$ cat config.mk
export PLATFORM = sky130hd
export DESIGN_NAME = seq_mac_accumulator
export DESIGN_NICKNAME = d
export VERILOG_FILES = /design/src/rtl/mult_pkg.sv /design/src/rtl/rise_detect.sv /design/src/rtl/seq_mac_accumulator.sv
export SDC_FILE = /design/constraint.sdc
export NUM_CORES = 1
export LEC_CHECK = 0
export CAP_MARGIN = 5
export CELL_PAD_IN_SITES_DETAIL_PLACEMENT = 1
export CELL_PAD_IN_SITES_GLOBAL_PLACEMENT = 1
export CORE_MARGIN = 8
export CORE_UTILIZATION = 45
export DETAILED_ROUTE_END_ITERATION = 8
export GPL_TIMING_DRIVEN = 0
export PLACE_DENSITY = 0.86
export RECOVER_POWER = 50
export SKIP_LAST_GASP = 1
export SLEW_MARGIN = 20
export SYNTH_ARGS = -nofsm -noshare
export SYNTH_HDL_FRONTEND = slang
export SYNTH_SLANG_ARGS = --single-unit
$ cat constraint.sdc
create_clock -name clk -period 5.1 [get_ports clk]
set_clock_uncertainty 0.05 [all_clocks]
set_input_delay 0.765 -clock clk [delete_from_list [all_inputs] [get_ports clk]]
set_output_delay 0.765 -clock clk [all_outputs]
set_load 0.02 [all_outputs]
$ cat src/rtl/mult_pkg.sv
// Shared types and width helpers for the sequential multiplier datapath.
`default_nettype none

package mult_pkg;

  localparam int DEFAULT_WIDTH = 8;

  typedef enum logic [1:0] {
    ST_IDLE  = 2'd0,
    ST_ACCUM = 2'd1,
    ST_HOLD  = 2'd2
  } state_t;

  function automatic int clog2_int(input int value);
    int result;
    int span;
    result = 0;
    span   = 1;
    while (span < value) begin
      span   = span * 2;
      result = result + 1;
    end
    return result;
  endfunction

  // Smallest accumulator that cannot wrap while summing count full-scale products.
  function automatic int acc_width_default(input int width, input int count);
    return 2 * width + clog2_int(count);
  endfunction

endpackage

`default_nettype wire

$ cat src/rtl/rise_detect.sv
// Generic single-bit rising-edge detector with a configurable history reset value.
`default_nettype none

module rise_detect #(
  parameter logic RESET_VAL = 1'b0
) (
  input  logic clk,
  input  logic rst,
  input  logic d_i,
  output logic rise_o
);

  logic prev_q;

  always_ff @(posedge clk or posedge rst) begin
    if (rst) begin
      prev_q <= RESET_VAL;
    end else begin
      prev_q <= d_i;
    end
  end

  assign rise_o = d_i & ~prev_q;

endmodule

`default_nettype wire

$ cat src/rtl/seq_mac_accumulator.sv
// Sums COUNT multiplier products sampled on ready edges and hands the total off via valid/ack.
`default_nettype none

module seq_mac_accumulator
  import mult_pkg::*;
#(
  parameter int WIDTH     = DEFAULT_WIDTH,
  parameter int COUNT     = 4,
  parameter int ACC_WIDTH = acc_width_default(WIDTH, COUNT)
) (
  input  logic                   clk,
  input  logic                   rst,
  input  logic                   clear,
  input  logic [2*WIDTH-1:0]     prod_in,
  input  logic                   prod_ready,
  output logic [ACC_WIDTH-1:0]   acc_out,
  output logic                   acc_valid,
  input  logic                   acc_ack,
  output logic                   busy,
  output logic                   overflow,
  output logic                   dropped
);

  localparam int          PAD_BITS = ACC_WIDTH + 1 - 2 * WIDTH;
  localparam logic [7:0]  LAST_CNT = 8'(COUNT - 1);

  state_t                 state_q;
  logic [ACC_WIDTH-1:0]   acc_q;
  logic [7:0]             cnt_q;
  logic [ACC_WIDTH-1:0]   acc_out_q;
  logic                   acc_valid_q;
  logic                   busy_q;
  logic                   overflow_q;
  logic                   dropped_q;

  logic                   rise;
  logic [ACC_WIDTH:0]     sum_d;
  logic                   last_d;

  // History resets high so a ready already asserted at reset release is not a new product.
  rise_detect #(
    .RESET_VAL (1'b1)
  ) u_rise (
    .clk    (clk),
    .rst    (rst),
    .d_i    (prod_ready),
    .rise_o (rise)
  );

  assign sum_d  = {1'b0, acc_q} + {{PAD_BITS{1'b0}}, prod_in};
  assign last_d = (cnt_q == LAST_CNT);

  always_ff @(posedge clk or posedge rst) begin
    if (rst) begin
      state_q     <= ST_IDLE;
      acc_q       <= '0;
      cnt_q       <= '0;
      acc_out_q   <= '0;
      acc_valid_q <= 1'b0;
      busy_q      <= 1'b0;
      overflow_q  <= 1'b0;
      dropped_q   <= 1'b0;
    end else begin
      case (state_q)
        ST_IDLE: begin
          if (clear) begin
            state_q    <= ST_ACCUM;
            busy_q     <= 1'b1;
            acc_q      <= '0;
            cnt_q      <= '0;
            overflow_q <= 1'b0;
            dropped_q  <= 1'b0;
          end else if (rise) begin
            dropped_q <= 1'b1;
          end
        end

        ST_ACCUM: begin
          if (clear) begin
            acc_q      <= '0;
            cnt_q      <= '0;
            overflow_q <= 1'b0;
            dropped_q  <= 1'b0;
          end else if (rise) begin
            acc_q <= sum_d[ACC_WIDTH-1:0];
            cnt_q <= cnt_q + 8'd1;
            if (sum_d[ACC_WIDTH]) begin
              overflow_q <= 1'b1;
            end
            if (last_d) begin
              acc_out_q   <= sum_d[ACC_WIDTH-1:0];
              acc_valid_q <= 1'b1;
              busy_q      <= 1'b0;
              state_q     <= ST_HOLD;
            end
          end
        end

        ST_HOLD: begin
          if (rise) begin
            dropped_q <= 1'b1;
          end
          if (acc_ack) begin
            acc_valid_q <= 1'b0;
            if (clear) begin
              state_q    <= ST_ACCUM;
              busy_q     <= 1'b1;
              acc_q      <= '0;
              cnt_q      <= '0;
              overflow_q <= 1'b0;
              dropped_q  <= 1'b0;
            end else begin
              state_q <= ST_IDLE;
            end
          end
        end

        default: begin
          state_q     <= ST_IDLE;
          acc_valid_q <= 1'b0;
          busy_q      <= 1'b0;
        end
      endcase
    end
  end

  assign acc_out   = acc_out_q;
  assign acc_valid = acc_valid_q;
  assign busy      = busy_q;
  assign overflow  = overflow_q;
  assign dropped   = dropped_q;

endmodule

`default_nettype wire

==> out/qor.txt, run 1 <==
Gate count after technology mapping: 319
Clock Pin Slew Worst Setup and Hold Paths: 0.10 ns
Total leakage power: 0.00171 uW
Initial core utilization: 0.456
Sequential-to-total area share from yosys stat: 0.422
Proportion of layout cells with a drive suffix above 1: 0.0595
Initial antenna violation count: 0
Placeable core region: 0.00664 sq mm
Run status: finished, violations left
Share of Yosys cell area claimed by the top area cell type: 0.413
Routed vias: 2,657
TritonCTS clock tree: done
Total clock buffers created by CTS: 5
Global router's overall resource usage: 0.184
Clock latency reported for the late side of the worst-skew pair: 0.31 ns
Classification of the worst-slack hold path: reg -> reg
Dominant cell by count in the synthesized netlist: dfrtp_1
Syn Area/Cell: 9.49 sq um
Placed cell area: 0.00357 sq mm
Violated checks: capacitance limit, slew limit
Average vias per placed instance: 5.90
Slew at the pin closest to its max-slew limit: 1.88 ns
CTS Root Buffer Type: clkbuf_8
Worst endpoint data arrival time: 3.26 ns
Number of iterations in the first detailed-routing pass: 4
Leading register cell type out of synthesis: dfrtp_1
Highest-delay cell along the critical path: clkbuf_1
Horiz. Die Dim: 98.0 microns
Total of fill cells in the finished design: 772
Max Transition Viols Final: 34
Critical path data required time: 5.11 ns
Max Cap Viol: 1
Total of flip-flops plus latches after synthesis: 51
Final Core Density: 0.547
FF+latch area: 0.00128 sq mm
Final net count: 412
Number of global-route vias before repair: 2,910
Maximum buffer depth of the clock tree: 2
Multi-input logic area: 0.00165 sq mm
Total negative slack for setup checks: 0 ns
CTS hold repair buffers: 0
Crit path max fanout: 33
Normalized max-slew margin: -0.257
Max Freq: 307 MHz
Total design power: 1570 uW
Number of standard-cell rows in the floorplan: 30
Total of cells resized after clock tree synthesis: 0
Count of flip-flops with a built-in enable after synthesis: 0
Number of buffers inserted to repair setup after CTS: 0
Share of synthesized flip-flops with an asynchronous set or reset: 1.00
Number of endpoints with negative hold slack in the final report: 0
Global-route wire length before repair: 14,400 microns
Cell family contributing the most delay on the critical path: buffers and inverters
Maximum VDD drop: 0.267 mV
Die outline area: 0.00961 sq mm
Cell area after layout: 0.00363 sq mm
CP endpoint kind: async pin
Clock Sink Count: 51
Remaining DRCs: 0
Total congestion overflow after global routing: 0
Count of routing violations after the opening detailed-route iteration: 105
DR WL/cell: 19.0 microns
Final weighted congestion in routability-driven placement: 0.855
CTS HTree Levels: 2
Power per Cell Area: 433 mW/mm^2
Count of buffering cells on the critical path with inverters included: 3
Number of unique standard cell types used by synthesis: 51
Type of the setup path with the least slack: in -> async
RSZ-0062 raised after global routing: false
Final critical-path share of the clock period: 0.638
Antenna cells: 0
Total Wirelength: 8560 microns
Worst Hold Slack: 0.430 ns
Ports: 43
Height of the die: 98.0 microns
Synth-to-layout area growth: 20.0%
Net Count, Synth: 362
Longest individual stage delay on the worst path: 1.41 ns
Pin count of the biggest net entering global routing: 34
Port Buf Inserts: 42
Number of warnings printed during yosys synthesis: 0
Commonest cells in the synthesized netlist: 50 x dfrtp_1, 41 x nand2_1, 41 x o21ai_0
Crit start category: input pin
Most area-consuming cells after synthesis: dfrtp_1 41%, ha_1 8.7%, o21ai_0 6.8%
Routed Antenna Nets: 0
Area of the mapped netlist: 0.00303 sq mm
Count of endpoints failing setup in the final report: 0
Cell accounting for the most synthesized area: dfrtp_1
Half-perimeter wire length of the detailed placement result: 6400 microns
Tmin final: 3.25 ns
Critical path, cell by cell: dlygate4sd3_1 -> inv_1 -> clkbuf_1
-- worst reg2reg max path, delay by kind of cell (launching register included) --
family	cells	cell delay [ns]
and+or+nand+nor	4	0.83
buffers and inverters	3	0.73
AOI/OAI and AO/OA	2	0.43
DFF	1	0.43
adders and majority gates	1	0.28
-- per-stage QoR --
stage	setup WS, ns	instances
2_1_floorplan	2.38	319
3_3_place_gp	1.57	441
3_5_place_dp	1.52	442
4_1_cts	1.86	450
5_1_grt	1.33	450
6_report	1.85	450
-- final cells by class --
type,count,share of cell area
timing repair buffer,43,0.117
clock buffer,7,0.0210
clock inverter,1,0.00138
sequential,51,0.352
buffer,12,0.0165
multi-input combinational,245,0.454
tap,80,0.0275
inverter,11,0.0114
-- sequential cells by signal (all words and copies together), names as in the netlist --
signal         flops
acc_out           18
acc_q             18
cnt_q              8
state_q            2
acc_valid          1
busy               1
dropped            1
overflow           1
u_rise.prev_q      1
-- report_power, final --
part / leakage, uW / total (uW) / switching (uW) / internal (uW)
clock: 0.0000422 / 237 / 140 / 96.9
sequential: 0.000688 / 530 / 51.5 / 478
combinational: 0.000975 / 808 / 505 / 303
-- metal layers --
| layer | track usage | vias to the layer above | part of all wire |
|---|---|---|---|
| met3 | 0.0434 | 18 | 0.046 |
| met4 | 0.0731 | 0 | 0.022 |
| li1 | - | 1258 | - |
| met2 | 0.317 | 49 | 0.50 |
| met5 | 0 | - | 0 |
| met1 | 0.215 | 1332 | 0.44 |
-- cell usage in the layout (no fill, tap or decap), types with 2 or more instances in the layout --
cell type | netlist | routed
ha_1 | 21 | 21
mux2_2 | 3 | 3
inv_1 | 11 | 11
or4_1 | 2 | 2
o21ai_0 | 41 | 41
nor3_1 | 3 | 3
a21o_1 | 8 | 8
a31oi_1 | 3 | 3
clkdlybuf4s50_1 | 0 | 30
clkbuf_8 | 0 | 5
o31ai_1 | 6 | 6
a22o_1 | 6 | 6
clkbuf_1 | 10 | 13
nand3_1 | 8 | 8
mux2i_1 | 2 | 2
a21oi_1 | 16 | 16
or2_2 | 2 | 2
and3_1 | 6 | 6
xnor2_1 | 8 | 8
nor2b_1 | 4 | 4
nand4_1 | 6 | 6
a211o_1 | 3 | 3
o32a_1 | 2 | 2
mux2_4 | 4 | 4
nand2b_1 | 3 | 3
nand2_1 | 41 | 41
buf_6 | 2 | 2
dlygate4sd3_1 | 0 | 12
xor2_1 | 5 | 5
nor2_1 | 17 | 17
dfrtp_1 | 50 | 50
o21a_1 | 4 | 4
-- worst paths after layout --
check,from,end,slack (ns),cells past startpoint
worst max-delay path,rst,acc_q[17],1.85,3
worst min-delay path,acc_out[1],acc_out[1],0.43,2
worst max register to register,state_q[1],cnt_q[7],2.28,10
worst min register to register,acc_out[1],acc_out[1],0.43,2
max in group clk,prod_in[0],acc_q[16],1.85,10
min in group asynchronous,rst,acc_out[12],0.95,2
-- kinds of logic (layout without fill, tap and decap cells) --
family | after synthesis | in the layout | share of synthesized area
flip-flops | 51 | 51 | 0.422
AND/OR/NAND/NOR | 96 | 96 | 0.148
buffers and inverters | 23 | 74 | 0.0335
adder cells (fa/ha/maj) | 22 | 22 | 0.0934
XOR/XNOR | 13 | 13 | 0.0376
multiplexers | 9 | 9 | 0.0376
AO/OA/AOI/OAI | 105 | 105 | 0.228
Note: power is estimated with default switching activity, not from simulation.
==> run 2: changes to the inputs <==
--- a/config.mk
+++ b/config.mk
@@ -9,10 +9,10 @@
 export CELL_PAD_IN_SITES_DETAIL_PLACEMENT = 1
 export CELL_PAD_IN_SITES_GLOBAL_PLACEMENT = 1
 export CORE_MARGIN = 8
-export CORE_UTILIZATION = 45
+export CORE_UTILIZATION = 42
 export DETAILED_ROUTE_END_ITERATION = 8
 export GPL_TIMING_DRIVEN = 0
-export PLACE_DENSITY = 0.86
+export PLACE_DENSITY = 0.81
 export RECOVER_POWER = 50
 export SKIP_LAST_GASP = 1
 export SLEW_MARGIN = 20
==> constraint.sdc (replaced) <==
create_clock -name clk -period 3.21 [get_ports clk]
set_clock_uncertainty 0.05 [all_clocks]
set_input_delay 0.4815 -clock clk [delete_from_list [all_inputs] [get_ports clk]]
set_output_delay 0.4815 -clock clk [all_outputs]
set_load 0.02 [all_outputs]
==> run 2 against run 1 <==
The run still ends with capacitance limit, slew limit left. Core utilization down 3.2 points. Worst hold slack about the same. Setup slack worse by 1.6 ns. Clock power up 58%. Register-to-register slack worse by 1.9 ns. Combinational power up 57%. Final cell count up 4.0%. Critical path type is now in -> reg. Critical endpoint is now acc_q[16]. Largest power group unchanged.
==> out/qor.txt, run 2 (same netlist as run 1, synthesis figures left out) <==
Placed cell area: 0.00357 sq mm
Global-route wire length before repair: 14,500 microns
RSZ-0062 raised after global routing: false
Number of global-route vias before repair: 2,922
Proportion of layout cells with a drive suffix above 1: 0.0596
DP Worst Slack: -0.0520 ns
Initial core utilization: 0.427
DR WL/cell: 17.8 microns
Commonest non-fill, non-tap cell in the layout: dfrtp_1
Number of endpoints with negative hold slack in the final report: 0
Port Buf Inserts: 42
Total Wirelength: 8340 microns
Half-perimeter wire length of the detailed placement result: 6210 microns
Final net count: 411
Count of buffering cells on the critical path with inverters included: 2
Crit path max fanout: 5
Slew at the pin closest to its max-slew limit: 1.98 ns
Longest individual stage delay on the worst path: 0.48 ns
Cell family contributing the most delay on the critical path: compound AO/OA/AOI/OAI gates
Pin count of the biggest net entering global routing: 52
Highest-delay cell along the critical path: a221oi_2
Worst endpoint data arrival time: 3.09 ns
Critical path data required time: 3.36 ns
Clock Pin Slew Worst Setup and Hold Paths: 0.09 ns
CP endpoint kind: flip-flop
Power per Cell Area: 680 mW/mm^2
Classification of the worst-slack hold path: reg -> reg
Cell area after layout: 0.00365 sq mm
Height of the die: 101 microns
Routed vias: 2,621
Average vias per placed instance: 5.60
TritonCTS clock tree: done
Violated checks: capacitance limit, slew limit
Max Transition Viols Final: 52
Routed Antenna Nets: 0
Final critical-path share of the clock period: 0.916
Total of cells resized after clock tree synthesis: 0
Ports: 43
Most frequent cells in the layout: 50 x dfrtp_1, 41 x nand2_1, 41 x o21ai_0, 31 x clkdlybuf4s50_1, 21 x ha_1
Run status: finished, violations left
Number of buffers inserted to repair setup after CTS: 0
Max Cap Viol: 1
Clock Sink Count: 51
Antenna cells: 0
CTS Root Buffer Type: clkbuf_8
Count of routing violations after the opening detailed-route iteration: 100
Number of standard-cell rows in the floorplan: 31
Clock latency reported for the late side of the worst-skew pair: 0.31 ns
Global router's overall resource usage: 0.178
Count of endpoints failing setup in the final report: 0
Placeable core region: 0.00710 sq mm
Crit start category: input pin
Final weighted congestion in routability-driven placement: 0.890
Final Core Density: 0.515
Horiz. Die Dim: 101 microns
Maximum VDD drop: 0.319 mV
Number of iterations in the first detailed-routing pass: 4
Total leakage power: 0.00171 uW
Initial antenna violation count: 0
Type of the setup path with the least slack: in -> reg
Die outline area: 0.0102 sq mm
Maximum buffer depth of the clock tree: 2
Total clock buffers created by CTS: 5
Synth-to-layout area growth: 20.7%
CTS HTree Levels: 2
CTS hold repair buffers: 0
Critical path, cell by cell: clkdlybuf4s50_1 -> ha_1 -> inv_1 -> fa_1 -> nor2b_1 -> o31a_1 -> a221oi_2 -> o21ai_0 -> a32o_1 -> a31o_2
Total congestion overflow after global routing: 0
Max Freq: 340 MHz
Normalized max-slew margin: -0.323
Total of fill cells in the finished design: 822
Remaining DRCs: 0
Final setup slack of the worst path: 0.269 ns
Tmin final: 2.94 ns
run 2: cell count changes in the layout (fill, tap and decap cells not counted):
| cell | before | now |
|---|---|---|
| clkbuf_1 | 13 | 12 |
| clkdlybuf4s50_1 | 30 | 31 |
| dlygate4sd3_1 | 12 | 11 |
run 2: final timing paths:
kind | startpoint | to | slack, ns | depth (start not counted)
max reg2reg | state_q[1] | cnt_q[7] | 0.37 | 10
min | acc_out[1] | acc_out[1] | 0.43 | 2
min reg2reg | acc_out[1] | acc_out[1] | 0.43 | 2
max | prod_in[0] | acc_q[16] | 0.27 | 10
max in group asynchronous | rst | cnt_q[0] | 0.76 | 2
min in group asynchronous | rst | acc_out[13] | 1.22 | 2
run 2: report_power, final:
group          internal (uW)  switching [uW]
clock                    154             220
combinational            482             789
sequential               760            80.3
run 2: metal layers:
layer	part of all wire	vias up	global-route usage
met3	0.033	14	0.0297
met4	0.017	0	0.0561
met5	0	-	0
met2	0.49	54	0.308
li1	-	1250	-
met1	0.46	1303	0.219
run 2: area by class of cell:
| class | instances | area [sq um] | area share |
|---|---|---|---|
| plain buffers | 12 | 60.1 | 0.0164 |
| clock buffers | 7 | 76.3 | 0.0209 |
| clock inverters | 1 | 5.00 | 0.00137 |
| inverters | 11 | 41.3 | 0.0113 |
| multi-input cells | 245 | 1650 | 0.451 |
| flip-flops and latches | 51 | 1280 | 0.350 |
| well taps | 99 | 124 | 0.0339 |
| repair buffers | 42 | 420 | 0.115 |
run 2: through the flow:
| stage | std cells | TNS [ns] | power, uW | hold slack [ns] |
|---|---|---|---|---|
| finish | 468 | 0 | 2490 | 0.430 |
| global route | 468 | 0 | 2680 | 0.468 |
| CTS | 468 | 0 | 2500 | 0.441 |
| detailed placement | 460 | -0.0561 | 2120 | 0.420 |
| global placement | 460 | -0.0249 | 2070 | 0.410 |
| floorplan | 319 | 0 | 1730 | 0.393 |
run 2: worst min-delay path: stages, from the launching register on:
cell and delay [ns]:
dfrtp_1 0.35, nand2_1 0.04, o21ai_0 0.06
